<file path="config.mk">
export PLATFORM = sky130hd
export DESIGN_NAME = plic_claim_master_flat
export DESIGN_NICKNAME = d
export VERILOG_FILES = /design/src/rtl/plic_claim_master_if.sv /design/src/rtl/plic_claim_master.sv /design/src/flat_wrapper.sv
export SDC_FILE = /design/constraint.sdc
export NUM_CORES = 1
export LEC_CHECK = 0
export BUFFER_PORTS_ARGS = -buffer_cell sky130_fd_sc_hd__buf_2
export CAP_MARGIN = 20
export CORE_MARGIN = 3
export CORE_UTILIZATION = 33
export CTS_CLUSTER_DIAMETER = 30
export CTS_CLUSTER_SIZE = 8
export DETAILED_ROUTE_END_ITERATION = 6
export PLACE_DENSITY = 0.77
export SYNTH_ARGS = -nofsm -noshare
export SYNTH_HDL_FRONTEND = slang
export SYNTH_SLANG_ARGS = --single-unit
</file>
<file path="constraint.sdc">
create_clock -name clk_i -period 1.6 [get_ports clk_i]
set_input_delay 0.24 -clock clk_i [delete_from_list [all_inputs] [get_ports clk_i]]
set_output_delay 0.24 -clock clk_i [all_outputs]
set_load 0.02 [all_outputs]
</file>
<file path="src/rtl/plic_claim_master_if.sv">
`timescale 1ns/1ps
`default_nettype none
// ============================================================================
// Module   : plic_claim_master_if
// Purpose  : AXI4 bundle between the PLIC claim master (initiator) and the
//            PLIC wrapper slave port. Single-beat, 32-bit data.
// Ports    : none; signals are grouped per channel:
//              AW : awid awaddr awlen awsize awburst awlock awcache awprot
//                   awqos awregion awvalid / awready
//              W  : wdata wstrb wlast wvalid / wready
//              B  : bid bresp bvalid / bready
//              AR : arid araddr arlen arsize arburst arlock arcache arprot
//                   arqos arregion arvalid / arready
//              R  : rid rdata rresp rlast rvalid / rready
// Modports : master (initiator side), slave (target side)
// Revision : 1.0 - initial release
// ============================================================================
interface plic_claim_master_if #(
  parameter int unsigned ADDR_WIDTH = 32,
  parameter int unsigned ID_WIDTH   = 2
);
  // Write address channel
  logic [ID_WIDTH-1:0]   awid;
  logic [ADDR_WIDTH-1:0] awaddr;
  logic [7:0]            awlen;
  logic [2:0]            awsize;
  logic [1:0]            awburst;
  logic                  awlock;
  logic [3:0]            awcache;
  logic [2:0]            awprot;
  logic [3:0]            awqos;
  logic [3:0]            awregion;
  logic                  awvalid;
  logic                  awready;
  // Write data channel
  logic [31:0]           wdata;
  logic [3:0]            wstrb;
  logic                  wlast;
  logic                  wvalid;
  logic                  wready;
  // Write response channel
  logic [ID_WIDTH-1:0]   bid;
  logic [1:0]            bresp;
  logic                  bvalid;
  logic                  bready;
  // Read address channel
  logic [ID_WIDTH-1:0]   arid;
  logic [ADDR_WIDTH-1:0] araddr;
  logic [7:0]            arlen;
  logic [2:0]            arsize;
  logic [1:0]            arburst;
  logic                  arlock;
  logic [3:0]            arcache;
  logic [2:0]            arprot;
  logic [3:0]            arqos;
  logic [3:0]            arregion;
  logic                  arvalid;
  logic                  arready;
  // Read data channel
  logic [ID_WIDTH-1:0]   rid;
  logic [31:0]           rdata;
  logic [1:0]            rresp;
  logic                  rlast;
  logic                  rvalid;
  logic                  rready;

  modport master (
    output awid, awaddr, awlen, awsize, awburst, awlock, awcache, awprot,
           awqos, awregion, awvalid,
    input  awready,
    output wdata, wstrb, wlast, wvalid,
    input  wready,
    input  bid, bresp, bvalid,
    output bready,
    output arid, araddr, arlen, arsize, arburst, arlock, arcache, arprot,
           arqos, arregion, arvalid,
    input  arready,
    input  rid, rdata, rresp, rlast, rvalid,
    output rready
  );

  modport slave (
    input  awid, awaddr, awlen, awsize, awburst, awlock, awcache, awprot,
           awqos, awregion, awvalid,
    output awready,
    input  wdata, wstrb, wlast, wvalid,
    output wready,
    output bid, bresp, bvalid,
    input  bready,
    input  arid, araddr, arlen, arsize, arburst, arlock, arcache, arprot,
           arqos, arregion, arvalid,
    output arready,
    output rid, rdata, rresp, rlast, rvalid,
    input  rready
  );
endinterface
`default_nettype wire

</file>
<file path="src/rtl/plic_claim_master.sv">
`timescale 1ns/1ps
`default_nettype none
// ============================================================================
// Module   : plic_claim_master
// Purpose  : AXI4 initiator performing the PLIC claim/complete handshake for
//            a hardware interrupt consumer. On irq it reads the context claim
//            register, presents the source ID to the consumer and, once the
//            consumer accepts it, writes the ID back as the completion.
// Ports    : clk_i       - clock
//            rst_i       - asynchronous reset, active-high
//            enable_i    - allow new claims (in-flight sequence always ends)
//            irq_i       - level interrupt from the PLIC
//            id_o        - claimed source ID
//            id_valid_o  - id_o valid, held until id_ready_i
//            id_ready_i  - consumer done with the ID
//            error_o     - 1-cycle pulse on non-OKAY rresp/bresp
//            m_axi       - AXI4 master port (plic_claim_master_if.master)
// Revision : 1.0 - initial release
// ============================================================================
module plic_claim_master #(
  parameter int unsigned LOCAL_ADDR_WIDTH = 32,
  parameter int unsigned LOCAL_ID_WIDTH   = 2,
  parameter logic [31:0] PLIC_BASE        = 32'h0000_0000,
  parameter int unsigned PLIC_CONTEXT     = 0,
  parameter int unsigned HOLDOFF_CYCLES   = 16
) (
  input  logic                clk_i,
  input  logic                rst_i,
  input  logic                enable_i,
  input  logic                irq_i,
  output logic [4:0]          id_o,
  output logic                id_valid_o,
  input  logic                id_ready_i,
  output logic                error_o,
  plic_claim_master_if.master m_axi
);

  // Claim and complete share one register per context.
  localparam logic [31:0] CLAIM_ADDR_32 =
    PLIC_BASE + 32'h0020_0004 + 32'h0000_1000 * PLIC_CONTEXT;
  localparam logic [LOCAL_ADDR_WIDTH-1:0] CLAIM_ADDR =
    LOCAL_ADDR_WIDTH'(CLAIM_ADDR_32);
  localparam logic [LOCAL_ID_WIDTH-1:0] AXI_ID = '0;

  localparam int unsigned HOLDOFF_W = $clog2(HOLDOFF_CYCLES + 1);
  localparam logic [HOLDOFF_W-1:0] HOLDOFF_LOAD = HOLDOFF_W'(HOLDOFF_CYCLES);

  localparam logic [1:0] RESP_OKAY = 2'b00;

  localparam logic [2:0] ST_IDLE    = 3'd0;
  localparam logic [2:0] ST_AR      = 3'd1;
  localparam logic [2:0] ST_R       = 3'd2;
  localparam logic [2:0] ST_PRESENT = 3'd3;
  localparam logic [2:0] ST_WR      = 3'd4;
  localparam logic [2:0] ST_B       = 3'd5;

  logic [2:0]           state;
  logic                 arvalid;
  logic                 rready;
  logic                 awvalid;
  logic                 wvalid;
  logic                 bready;
  logic [4:0]           id;
  logic                 id_valid;
  logic                 error;
  logic [HOLDOFF_W-1:0] holdoff;

  // A channel is finished once its valid is gone or it handshakes this cycle.
  logic aw_done;
  logic w_done;
  assign aw_done = !awvalid || m_axi.awready;
  assign w_done  = !wvalid  || m_axi.wready;

  always_ff @(posedge clk_i or posedge rst_i) begin
    if (rst_i) begin
      state    <= ST_IDLE;
      arvalid  <= 1'b0;
      rready   <= 1'b0;
      awvalid  <= 1'b0;
      wvalid   <= 1'b0;
      bready   <= 1'b0;
      id       <= 5'd0;
      id_valid <= 1'b0;
      error    <= 1'b0;
      holdoff  <= '0;
    end else begin
      error <= 1'b0;

      // Free-running countdown; a spurious claim below reloads it.
      if (holdoff != '0) begin
        holdoff <= holdoff - 1'b1;
      end

      case (state)
        ST_IDLE: begin
          if (irq_i && enable_i && (holdoff == '0)) begin
            state   <= ST_AR;
            arvalid <= 1'b1;
          end
        end

        ST_AR: begin
          if (m_axi.arready) begin
            state   <= ST_R;
            arvalid <= 1'b0;
            rready  <= 1'b1;
          end
        end

        ST_R: begin
          if (m_axi.rvalid) begin
            rready <= 1'b0;
            if (m_axi.rresp != RESP_OKAY) begin
              error <= 1'b1;
              state <= ST_IDLE;
            end else if (m_axi.rdata == 32'd0) begin
              // Nothing pending after all: back off so a lingering irq
              // level does not hammer the claim register.
              holdoff <= HOLDOFF_LOAD;
              state   <= ST_IDLE;
            end else begin
              id       <= m_axi.rdata[4:0];
              id_valid <= 1'b1;
              state    <= ST_PRESENT;
            end
          end
        end

        ST_PRESENT: begin
          if (id_ready_i) begin
            id_valid <= 1'b0;
            awvalid  <= 1'b1;
            wvalid   <= 1'b1;
            state    <= ST_WR;
          end
        end

        ST_WR: begin
          if (aw_done && w_done) begin
            awvalid <= 1'b0;
            wvalid  <= 1'b0;
            bready  <= 1'b1;
            state   <= ST_B;
          end else begin
            // Each channel retires independently so no beat is repeated.
            if (m_axi.awready) awvalid <= 1'b0;
            if (m_axi.wready)  wvalid  <= 1'b0;
          end
        end

        ST_B: begin
          if (m_axi.bvalid) begin
            bready <= 1'b0;
            if (m_axi.bresp != RESP_OKAY) begin
              error <= 1'b1;
            end
            state <= ST_IDLE;
          end
        end

        default: begin
          state    <= ST_IDLE;
          arvalid  <= 1'b0;
          rready   <= 1'b0;
          awvalid  <= 1'b0;
          wvalid   <= 1'b0;
          bready   <= 1'b0;
          id_valid <= 1'b0;
        end
      endcase
    end
  end

  // Consumer side
  assign id_o       = id;
  assign id_valid_o = id_valid;
  assign error_o    = error;

  // Write address channel: single 32-bit INCR beat to the claim register
  assign m_axi.awid     = AXI_ID;
  assign m_axi.awaddr   = CLAIM_ADDR;
  assign m_axi.awlen    = 8'd0;
  assign m_axi.awsize   = 3'b010;
  assign m_axi.awburst  = 2'b01;
  assign m_axi.awlock   = 1'b0;
  assign m_axi.awcache  = 4'd0;
  assign m_axi.awprot   = 3'd0;
  assign m_axi.awqos    = 4'd0;
  assign m_axi.awregion = 4'd0;
  assign m_axi.awvalid  = awvalid;

  // Write data: completion carries the claimed ID
  assign m_axi.wdata  = {27'd0, id};
  assign m_axi.wstrb  = 4'hF;
  assign m_axi.wlast  = 1'b1;
  assign m_axi.wvalid = wvalid;

  assign m_axi.bready = bready;

  // Read address channel
  assign m_axi.arid     = AXI_ID;
  assign m_axi.araddr   = CLAIM_ADDR;
  assign m_axi.arlen    = 8'd0;
  assign m_axi.arsize   = 3'b010;
  assign m_axi.arburst  = 2'b01;
  assign m_axi.arlock   = 1'b0;
  assign m_axi.arcache  = 4'd0;
  assign m_axi.arprot   = 3'd0;
  assign m_axi.arqos    = 4'd0;
  assign m_axi.arregion = 4'd0;
  assign m_axi.arvalid  = arvalid;

  assign m_axi.rready = rready;

  // Only one transaction is ever outstanding, so IDs and rlast carry no
  // information for this master.
  logic unused_ok;
  assign unused_ok = &{1'b0, m_axi.rid, m_axi.bid, m_axi.rlast};

endmodule
`default_nettype wire
</file>
<file path="src/flat_wrapper.sv">
// flat-port wrapper written by rule: the top's interface ports become plain ports
module plic_claim_master_flat 
#(
  parameter int unsigned LOCAL_ADDR_WIDTH = 32,
  parameter int unsigned LOCAL_ID_WIDTH   = 2,
  parameter logic [31:0] PLIC_BASE        = 32'h0000_0000,
  parameter int unsigned PLIC_CONTEXT     = 0,
  parameter int unsigned HOLDOFF_CYCLES   = 16
)
  (clk_i, rst_i, enable_i, irq_i, id_o, id_valid_o, id_ready_i, error_o, m_axi_awid, m_axi_awaddr, m_axi_awlen, m_axi_awsize, m_axi_awburst, m_axi_awlock, m_axi_awcache, m_axi_awprot, m_axi_awqos, m_axi_awregion, m_axi_awvalid, m_axi_awready, m_axi_wdata, m_axi_wstrb, m_axi_wlast, m_axi_wvalid, m_axi_wready, m_axi_bid, m_axi_bresp, m_axi_bvalid, m_axi_bready, m_axi_arid, m_axi_araddr, m_axi_arlen, m_axi_arsize, m_axi_arburst, m_axi_arlock, m_axi_arcache, m_axi_arprot, m_axi_arqos, m_axi_arregion, m_axi_arvalid, m_axi_arready, m_axi_rid, m_axi_rdata, m_axi_rresp, m_axi_rlast, m_axi_rvalid, m_axi_rready);
  plic_claim_master_if m_axi_i ();
  input  logic clk_i;
  input  logic rst_i;
  input  logic enable_i;
  input  logic irq_i;
  output logic [4:0] id_o;
  output logic id_valid_o;
  input  logic id_ready_i;
  output logic error_o;
  output wire logic [$bits(m_axi_i.awid)-1:0] m_axi_awid;
  output wire logic [$bits(m_axi_i.awaddr)-1:0] m_axi_awaddr;
  output wire logic [$bits(m_axi_i.awlen)-1:0] m_axi_awlen;
  output wire logic [$bits(m_axi_i.awsize)-1:0] m_axi_awsize;
  output wire logic [$bits(m_axi_i.awburst)-1:0] m_axi_awburst;
  output wire logic [$bits(m_axi_i.awlock)-1:0] m_axi_awlock;
  output wire logic [$bits(m_axi_i.awcache)-1:0] m_axi_awcache;
  output wire logic [$bits(m_axi_i.awprot)-1:0] m_axi_awprot;
  output wire logic [$bits(m_axi_i.awqos)-1:0] m_axi_awqos;
  output wire logic [$bits(m_axi_i.awregion)-1:0] m_axi_awregion;
  output wire logic [$bits(m_axi_i.awvalid)-1:0] m_axi_awvalid;
  input wire logic [$bits(m_axi_i.awready)-1:0] m_axi_awready;
  output wire logic [$bits(m_axi_i.wdata)-1:0] m_axi_wdata;
  output wire logic [$bits(m_axi_i.wstrb)-1:0] m_axi_wstrb;
  output wire logic [$bits(m_axi_i.wlast)-1:0] m_axi_wlast;
  output wire logic [$bits(m_axi_i.wvalid)-1:0] m_axi_wvalid;
  input wire logic [$bits(m_axi_i.wready)-1:0] m_axi_wready;
  input wire logic [$bits(m_axi_i.bid)-1:0] m_axi_bid;
  input wire logic [$bits(m_axi_i.bresp)-1:0] m_axi_bresp;
  input wire logic [$bits(m_axi_i.bvalid)-1:0] m_axi_bvalid;
  output wire logic [$bits(m_axi_i.bready)-1:0] m_axi_bready;
  output wire logic [$bits(m_axi_i.arid)-1:0] m_axi_arid;
  output wire logic [$bits(m_axi_i.araddr)-1:0] m_axi_araddr;
  output wire logic [$bits(m_axi_i.arlen)-1:0] m_axi_arlen;
  output wire logic [$bits(m_axi_i.arsize)-1:0] m_axi_arsize;
  output wire logic [$bits(m_axi_i.arburst)-1:0] m_axi_arburst;
  output wire logic [$bits(m_axi_i.arlock)-1:0] m_axi_arlock;
  output wire logic [$bits(m_axi_i.arcache)-1:0] m_axi_arcache;
  output wire logic [$bits(m_axi_i.arprot)-1:0] m_axi_arprot;
  output wire logic [$bits(m_axi_i.arqos)-1:0] m_axi_arqos;
  output wire logic [$bits(m_axi_i.arregion)-1:0] m_axi_arregion;
  output wire logic [$bits(m_axi_i.arvalid)-1:0] m_axi_arvalid;
  input wire logic [$bits(m_axi_i.arready)-1:0] m_axi_arready;
  input wire logic [$bits(m_axi_i.rid)-1:0] m_axi_rid;
  input wire logic [$bits(m_axi_i.rdata)-1:0] m_axi_rdata;
  input wire logic [$bits(m_axi_i.rresp)-1:0] m_axi_rresp;
  input wire logic [$bits(m_axi_i.rlast)-1:0] m_axi_rlast;
  input wire logic [$bits(m_axi_i.rvalid)-1:0] m_axi_rvalid;
  output wire logic [$bits(m_axi_i.rready)-1:0] m_axi_rready;
  assign m_axi_awid = m_axi_i.awid;
  assign m_axi_awaddr = m_axi_i.awaddr;
  assign m_axi_awlen = m_axi_i.awlen;
  assign m_axi_awsize = m_axi_i.awsize;
  assign m_axi_awburst = m_axi_i.awburst;
  assign m_axi_awlock = m_axi_i.awlock;
  assign m_axi_awcache = m_axi_i.awcache;
  assign m_axi_awprot = m_axi_i.awprot;
  assign m_axi_awqos = m_axi_i.awqos;
  assign m_axi_awregion = m_axi_i.awregion;
  assign m_axi_awvalid = m_axi_i.awvalid;
  assign m_axi_i.awready = m_axi_awready;
  assign m_axi_wdata = m_axi_i.wdata;
  assign m_axi_wstrb = m_axi_i.wstrb;
  assign m_axi_wlast = m_axi_i.wlast;
  assign m_axi_wvalid = m_axi_i.wvalid;
  assign m_axi_i.wready = m_axi_wready;
  assign m_axi_i.bid = m_axi_bid;
  assign m_axi_i.bresp = m_axi_bresp;
  assign m_axi_i.bvalid = m_axi_bvalid;
  assign m_axi_bready = m_axi_i.bready;
  assign m_axi_arid = m_axi_i.arid;
  assign m_axi_araddr = m_axi_i.araddr;
  assign m_axi_arlen = m_axi_i.arlen;
  assign m_axi_arsize = m_axi_i.arsize;
  assign m_axi_arburst = m_axi_i.arburst;
  assign m_axi_arlock = m_axi_i.arlock;
  assign m_axi_arcache = m_axi_i.arcache;
  assign m_axi_arprot = m_axi_i.arprot;
  assign m_axi_arqos = m_axi_i.arqos;
  assign m_axi_arregion = m_axi_i.arregion;
  assign m_axi_arvalid = m_axi_i.arvalid;
  assign m_axi_i.arready = m_axi_arready;
  assign m_axi_i.rid = m_axi_rid;
  assign m_axi_i.rdata = m_axi_rdata;
  assign m_axi_i.rresp = m_axi_rresp;
  assign m_axi_i.rlast = m_axi_rlast;
  assign m_axi_i.rvalid = m_axi_rvalid;
  assign m_axi_rready = m_axi_i.rready;
  plic_claim_master #(.LOCAL_ADDR_WIDTH(LOCAL_ADDR_WIDTH), .LOCAL_ID_WIDTH(LOCAL_ID_WIDTH), .PLIC_BASE(PLIC_BASE), .PLIC_CONTEXT(PLIC_CONTEXT), .HOLDOFF_CYCLES(HOLDOFF_CYCLES)) u_core (.clk_i(clk_i), .rst_i(rst_i), .enable_i(enable_i), .irq_i(irq_i), .id_o(id_o), .id_valid_o(id_valid_o), .id_ready_i(id_ready_i), .error_o(error_o), .m_axi(m_axi_i));
endmodule
</file>
==> impl_metrics.env, run 1 <==
export IMPL_synthTopCellsByArea="buf_4, dfrtp_1, mux2_4, nor4_1, o21ai_0"
export IMPL_final_max_slew_viol_count=0
export IMPL_grtUsageTotal=0.0987
export IMPL_dr_total_vias=1558
export IMPL_synth_top_cell_area_share=0.528
export IMPL_grt_pass1_vias=1422
export IMPL_dr_wl_met2_um=2520
export IMPL_setup_viol=11
export IMPL_yosysUniqueCellTypes=38
export IMPL_wl_met1_um=1370
export IMPL_power_share_switching=0.483
export IMPL_min_period_ns=1.73
export IMPL_antenna_found_initial=0
export IMPL_worst_r2r_cell_count=4
export IMPL_drive_gt1_frac=0.284
export IMPL_p_clk_frac=0.140
export IMPL_gp_routability_congestion=0.772
export IMPL_rows=29
export IMPL_synth_seq_cells=20
export IMPL_final_cells=442
export IMPL_cp_required_ns=1.75
export IMPL_area_delta_synth_final_pct=0.972
export IMPL_finalPower_w=0.00279
export IMPL_fin_nets=402
export IMPL_hold_path_endpoint="u_core.id_o[4]"
export IMPL_drt_iter0_markers=22
export IMPL_syn_inst=275
export IMPL_r2r_setup_slack_ns=-0.13
export IMPL_wl_met3_um=627
export IMPL_status="finished with violations"
export IMPL_rsz0062_at_grt="yes"
export IMPL_die_w_um=89.8
export IMPL_finalCritPeriodShare=1.08
export IMPL_p_int_w=0.00144
export IMPL_totalWireLength_um=4560
export IMPL_synth_compound_area_frac=0.0816
export IMPL_portBuffers=62
export IMPL_hold_viol=0
export IMPL_drtAntennaViolNets=0
export IMPL_max_freq_mhz=580
export IMPL_fin_skew_ns=0.00223
export IMPL_ys_warnings_count=0
export IMPL_p_comb_frac=0.577
export IMPL_cts_tree="built"
export IMPL_grt_first_pass_wirelength_um=6770
export IMPL_synthMuxAreaShare=0.0324
export IMPL_via_per_inst=3.52
export IMPL_cts_max_level=1
export IMPL_final_util=0.356
export IMPL_clockBufferDepth=2
export IMPL_highest_signal_layer="met4"
export IMPL_violations="negative setup slack"
export IMPL_cp_arrival_ns=1.87
export IMPL_gr_total_overflow=0
export IMPL_ios=226
export IMPL_seq_area_frac_synth=0.216
export IMPL_setup_ws_ns=-0.126
export IMPL_drt_first_pass_iters=5
export IMPL_core_area_um2=6570
export IMPL_root_buffer="clkbuf_8"
export IMPL_numCtsBuffers=3
export IMPL_min_from="m_axi_rdata[4]"
export IMPL_yosys_area_share_simple=0.104
export IMPL_syn_area_um2=2320
export IMPL_crit_path_start_kind="flop"
export IMPL_fin_area_um2=2340
export IMPL_die_area_um2=8060
export IMPL_holdPathStages=2
export IMPL_synth_xor_xnor_area_share=0.0113
export IMPL_cts_sinks=20
export IMPL_synth_top_family_by_area="buffers and inverters"
export IMPL_min_path_type="in2reg"
export IMPL_dpl_cell_count=435
export IMPL_p_sw_w=0.00135
export IMPL_cap_violations=0
export IMPL_r2r_start="u_core.state[2]"
export IMPL_avgSynthCellArea_um2=8.42
export IMPL_ir_worst_vdd_mv=0.364
export IMPL_worstPathMaxFanout=6
export IMPL_hpwlAfterDp_um=3910
export IMPL_initial_utilization=0.353
export IMPL_synth_fa_ha_area_frac=0.00540
export IMPL_critical_path_class="reg2reg"
export IMPL_die_height_um=89.8
export IMPL_drt_wirelength_per_cell_um=10.3
export IMPL_power_density_nw_per_um2=1190
export IMPL_p_leak_nw=1.40
export IMPL_placed_area_um2=2230
export IMPL_drcViolationCount=0
export IMPL_diodes=0
export IMPL_yosysTopAreaCell="buf_4"
export IMPL_clk_latency_ns=0.26
export IMPL_grt_max_degree=21
export IMPL_regToRegEndpoint="u_core.id_o[0]"
export IMPL_power_frac_seq=0.283
export IMPL_clk_pin_slew_worst_paths_ns=0.08
export IMPL_endpoint_kind="flop"
## power groups by stage
stage / clock (W) / sequential [W] / combinational, W
2_1_floorplan: 0 / 0.000965 / 0.00134
3_3_place_gp: 0 / 0.000787 / 0.00155
3_5_place_dp: 0 / 0.000798 / 0.00157
4_1_cts: 0.000404 / 0.000790 / 0.00157
5_1_grt: 0.000420 / 0.000814 / 0.00174
6_report: 0.000391 / 0.000789 / 0.00161
## synthesized netlist by cell type
cell type	n
a211oi_1	1
a211oi_2	1
a21o_1	1
a21oi_1	3
a22oi_1	2
a2bb2oi_1	2
a31oi_1	2
and3_1	1
buf_4	163
clkbuf_1	3
conb_1	2
dfrtp_1	20
ha_1	1
inv_1	8
mux2_4	5
nand2_1	10
nand2b_1	1
nand3_1	1
nand4_1	2
nor2_1	6
nor2b_1	4
nor3_1	3
nor3b_1	1
nor3b_2	1
nor4_1	8
nor4b_2	1
o211ai_1	1
o21ai_0	8
o21ai_2	1
o21bai_1	1
o221ai_1	1
o22ai_1	2
o31ai_1	1
o32ai_1	1
or3_1	1
or3b_2	1
or4b_1	1
xnor2_1	3
## registers in the layout, summed over array words and instances, names as in the netlist
name                  count
u_core.m_axi.awvalid      1
u_core.error_o            1
u_core.id_o               5
u_core.m_axi.rready       1
u_core.m_axi.arvalid      1
u_core.id_valid_o         1
u_core.state              3
u_core.m_axi.bready       1
u_core.holdoff            5
u_core.m_axi.wvalid       1
## kinds of logic (layout without fill, tap and decap cells)
family	Yosys count	in the layout
adder cells (fa/ha/maj)	1	1
multiplexers	5	5
AND/OR/NAND/NOR	42	42
other	2	158
XOR/XNOR	3	3
buffers and inverters	174	92
flip-flops	20	20
AO/OA/AOI/OAI	28	28
## how the worst max path moves through the flow
| stage | from | endpoint | slack [ns] | cells past startpoint |
|---|---|---|---|---|
| after detailed placement | m_axi_rdata[17] | u_core.id_o[0] | -0.16 | 7 |
| after global routing | u_core.state[2] | u_core.holdoff[1] | -0.17 | 4 |
| final | u_core.state[2] | u_core.id_o[0] | -0.13 | 4 |
| after CTS | u_core.state[2] | u_core.id_o[0] | -0.13 | 4 |
| after global placement | m_axi_rdata[0] | u_core.id_o[0] | -0.13 | 5 |
| after floorplan | u_core.state[1] | u_core.id_o[0] | -0.06 | 4 |
## critical path, cell delays in order, from the launching register on
cell      delay [ns]
dfrtp_1         0.39
or4b_4          0.52
a211oi_4        0.23
o21ai_4         0.15
mux2_4          0.32
## metrics by stage
step | hold WS [ns] | setup slack [ns] | TNS [ns]
after floorplan | 0.204 | -0.0607 | -0.351
after global placement | 0.277 | -0.129 | -1.13
after detailed placement | 0.286 | -0.159 | -1.46
after CTS | 0.232 | -0.130 | -1.02
after global routing | 0.240 | -0.166 | -1.57
final | 0.236 | -0.126 | -0.915
## repair_timing
| item | CTS | global route |
|---|---|---|
| endpoints found under the setup margin | 11 | 13 |
| hold endpoints to repair | 1 | 0 |
| buffers inserted | 0 | 2 |
| pin swaps | 1 | 2 |
| hold buffers | 1 | 0 |
| resized for setup | 1 | 5 |
## layer usage
metal / track usage / vias up
li1: - / 724
met1: 0.0968 / 694
met2: 0.208 / 135
met3: 0.0184 / 5
met4: 0.0230 / 0
met5: 0 / -
## area by class of cell
class	count	area, um2
inverter	8	30.0
sequential	20	502
clock buffer	4	55.1
fill	669	4230
tap	93	116
multi-input combinational	237	1190
timing repair buffer	80	448
## cells in the final DEF, fill, tap and decap left out, types with 2 or more instances in the layout
cell type	n
o22ai_1	2
clkbuf_8	4
buf_4	17
xnor2_1	3
buf_2	62
a31oi_1	2
nand2_1	10
nor2_1	6
a22oi_1	2
nor4_1	8
o21ai_0	8
dfrtp_1	19
nor3_1	3
mux2_4	5
nand4_1	2
a2bb2oi_1	2
conb_1	158
a21oi_1	3
inv_2	2
inv_1	6
nor2b_1	4
Note: power is estimated with default switching activity, not from simulation.
==> inputs of run 2 (changes only) <==
--- a/config.mk
+++ b/config.mk
@@ -7,2 +7,3 @@
 export LEC_CHECK = 0
+export ABC_AREA = 1
 export BUFFER_PORTS_ARGS = -buffer_cell sky130_fd_sc_hd__buf_2
@@ -10,3 +11,3 @@
 export CORE_MARGIN = 3
-export CORE_UTILIZATION = 33
+export CORE_UTILIZATION = 34
 export CTS_CLUSTER_DIAMETER = 30
@@ -14,3 +15,3 @@
 export DETAILED_ROUTE_END_ITERATION = 6
-export PLACE_DENSITY = 0.77
+export PLACE_DENSITY = 0.78
 export SYNTH_ARGS = -nofsm -noshare
--- a/constraint.sdc
+++ b/constraint.sdc
@@ -3,2 +3,2 @@
 set_output_delay 0.24 -clock clk_i [all_outputs]
-set_load 0.02 [all_outputs]
+set_load 0.05 [all_outputs]
==> run 2 against run 1 <==
Effect of this change: first-iteration DRC count increased by 77%; cell count rose by 12%; the flow finishes with violations (negative hold slack); largest power group unchanged; critical endpoint is now u_core.state[0]; clock skew rose by 0.0013 ns; sequential share of layout area is 0.076 points lower; non-clock buffer count is 12 lower.
==> impl_metrics.env, run 2 <==
export IMPL_avgSynthCellArea_um2=7.22
export IMPL_crit_path_start_kind="flop"
export IMPL_async_reset_ff_frac=1.00
export IMPL_synth_edf_count=0
export IMPL_yosysUniqueCellTypes=27
export IMPL_cap_violations=0
export IMPL_slowest_stage="dfrtp_1"
export IMPL_power_density_nw_per_um2=1580
export IMPL_clk_pin_slew_worst_paths_ns=0.08
export IMPL_endpoint_kind="flop"
export IMPL_ir_worst_vdd_mv=0.657
export IMPL_drt_wirelength_per_cell_um=8.85
export IMPL_die_height_um=90.2
export IMPL_grt_max_degree=21
export IMPL_final_max_slew_viol_count=0
export IMPL_fin_skew_ns=0.00352
export IMPL_regToRegEndpoint="u_core.state[0]"
export IMPL_finalCritPeriodShare=0.931
export IMPL_r2r_start="u_core.holdoff[1]"
export IMPL_clockBufferDepth=2
export IMPL_portBuffers=62
export IMPL_min_path_type="in2async"
export IMPL_synthTopCellsByCount="buf_4, nand2_1, nor2_1"
export IMPL_multiInputGateArea_um2=1240
export IMPL_synth_ff_type="dfrtp_1"
export IMPL_fin_setup_tns_ns=0
export IMPL_final_cells=495
export IMPL_syn_inst=334
export IMPL_synth_xor_xnor_area_share=0.00727
export IMPL_fin_nets=452
export IMPL_die_w_um=90.2
export IMPL_crit_chain="inv_1 -> ha_4 -> nand2_1 -> nor2_2 -> nand3_2 -> a21oi_1 -> nand3_1 -> nand2_1 -> nand2_1"
export IMPL_synth_compound_area_frac=0.0363
export IMPL_critPathBufInv=1
export IMPL_yosysTopAreaCell="buf_4"
export IMPL_r2r_setup_slack_ns=0.11
export IMPL_layout_common_cells="conb_1, buf_2, nand2_1"
export IMPL_numCtsBuffers=3
export IMPL_cts_tree="built"
export IMPL_area_delta_synth_final_pct=-2.91
export IMPL_dr_total_vias=1661
export IMPL_die_area_um2=8140
export IMPL_gp_routability_congestion=0.795
export IMPL_drcViolationCount=0
export IMPL_setup_viol=0
export IMPL_yosys_area_share_simple=0.208
export IMPL_dpl_cell_count=489
export IMPL_p_leak_nw=1.45
export IMPL_seq_area_frac_synth=0.208
export IMPL_placed_area_um2=2250
export IMPL_critical_path_class="reg2reg"
export IMPL_drt_iter0_markers=39
export IMPL_slowest_delay_ns=0.39
export IMPL_synthMuxAreaShare=0
export IMPL_diodes=0
export IMPL_grt_pass1_vias=1372
export IMPL_core_area_um2=6830
export IMPL_synth_fa_ha_area_frac=0.00519
export IMPL_crit_family="simple AND/OR/NAND/NOR gates"
export IMPL_worstPathMaxFanout=3
export IMPL_antenna_found_initial=0
export IMPL_totalWireLength_um=4380
export IMPL_layout_commonest_cell="conb_1"
export IMPL_cts_max_level=1
export IMPL_worst_r2r_cell_count=9
export IMPL_cts_sinks=20
export IMPL_drtAntennaViolNets=0
export IMPL_hold_ws_ns=-0.00303
export IMPL_cp_required_ns=1.76
export IMPL_fillers=756
export IMPL_root_buffer="clkbuf_8"
export IMPL_cp_arrival_ns=1.65
export IMPL_ys_warnings_count=0
export IMPL_hold_viol=9
export IMPL_initial_utilization=0.353
export IMPL_min_period_ns=1.49
export IMPL_syn_area_um2=2410
export IMPL_regArea_um2=500
export IMPL_status="finished with violations"
export IMPL_synth_top_cell_area_share=0.508
export IMPL_clk_latency_ns=0.26
export IMPL_drive_gt1_frac=0.238
export IMPL_gr_total_overflow=0
export IMPL_rows=30
export IMPL_finalPower_w=0.00370
export IMPL_fin_area_um2=2340
export IMPL_max_freq_mhz=672
export IMPL_grt_first_pass_wirelength_um=6340
export IMPL_ios=226
export IMPL_violations="negative hold slack"
export IMPL_synth_top_family_by_area="buffers and inverters"
export IMPL_grtUsageTotal=0.0934
export IMPL_drt_first_pass_iters=4
export IMPL_via_per_inst=3.36
export IMPL_hpwlAfterDp_um=3880
export IMPL_yosysMostFrequentCell="buf_4"
export IMPL_synth_seq_cells=20
export IMPL_cp_common_cell="nand2_1"
export IMPL_synthTopCellsByArea="buf_4, dfrtp_1, nand2_1, nor2_1, nand3_1"
## run 2: metal layers
layer  GRT usage  vias to the layer above  wire length, um
met5           0                        -                0
met4      0.0191                        0               17
met2       0.178                      112             2280
met1       0.104                      715             1580
met3      0.0226                        2              510
li1            -                      832                -
## run 2: cells by family (layout without fill, tap and decap cells)
| group | Yosys count | in the layout |
|---|---|---|
| compound gates | 16 | 16 |
| xor+xnor | 2 | 2 |
| fa+ha+maj | 1 | 1 |
| buf+inv | 179 | 88 |
| flops | 20 | 20 |
| other cells | 2 | 158 |
| simple gates | 114 | 114 |
## run 2: cell type report
cell class	count	area share
clock buffers	4	0.0235
inverters	16	0.0257
multi-input cells	291	0.529
flip-flops and latches	20	0.214
well taps	96	0.0513
repair buffers	68	0.157
## run 2: worst max-delay path by stage
stage / cells past startpoint / endpoint / startpoint
final: 9 / u_core.state[0] / u_core.holdoff[1]
after global routing: 10 / u_core.state[2] / u_core.holdoff[1]
after detailed placement: 10 / u_core.state[2] / u_core.holdoff[0]
after CTS: 10 / u_core.state[2] / u_core.holdoff[0]
after global placement: 9 / u_core.state[0] / u_core.holdoff[0]
after floorplan: 9 / u_core.state[0] / u_core.m_axi.wvalid
## run 2: worst reg2reg max path, delay by kind of cell, from the launching register on
kind,cells,cell delay (ns)
and+or+nand+nor,6,0.55
AOI/OAI and AO/OA,1,0.18
buffers and inverters,1,0.11
adders and majority gates,1,0.15
DFF,1,0.39
## run 2: power by group
group | switching (W) | internal [W]
combinational | 0.00208 | 0.000436
sequential | 0.000123 | 0.000677
clock | 0.000170 | 0.000219
## run 2: stage by stage
stage                util  setup slack (ns)
floorplan               -             0.104
global route        0.343           -0.0155
CTS                 0.337            0.0445
global placement    0.329             0.133
finish              0.343             0.111
detailed placement  0.329            0.0848
## run 2: what timing repair did
item / in CTS / in global routing
hold buffers: 0 / 0
setup buffers: 0 / 2
resized for setup: 0 / 7
endpoints found under the setup margin: 0 / 4
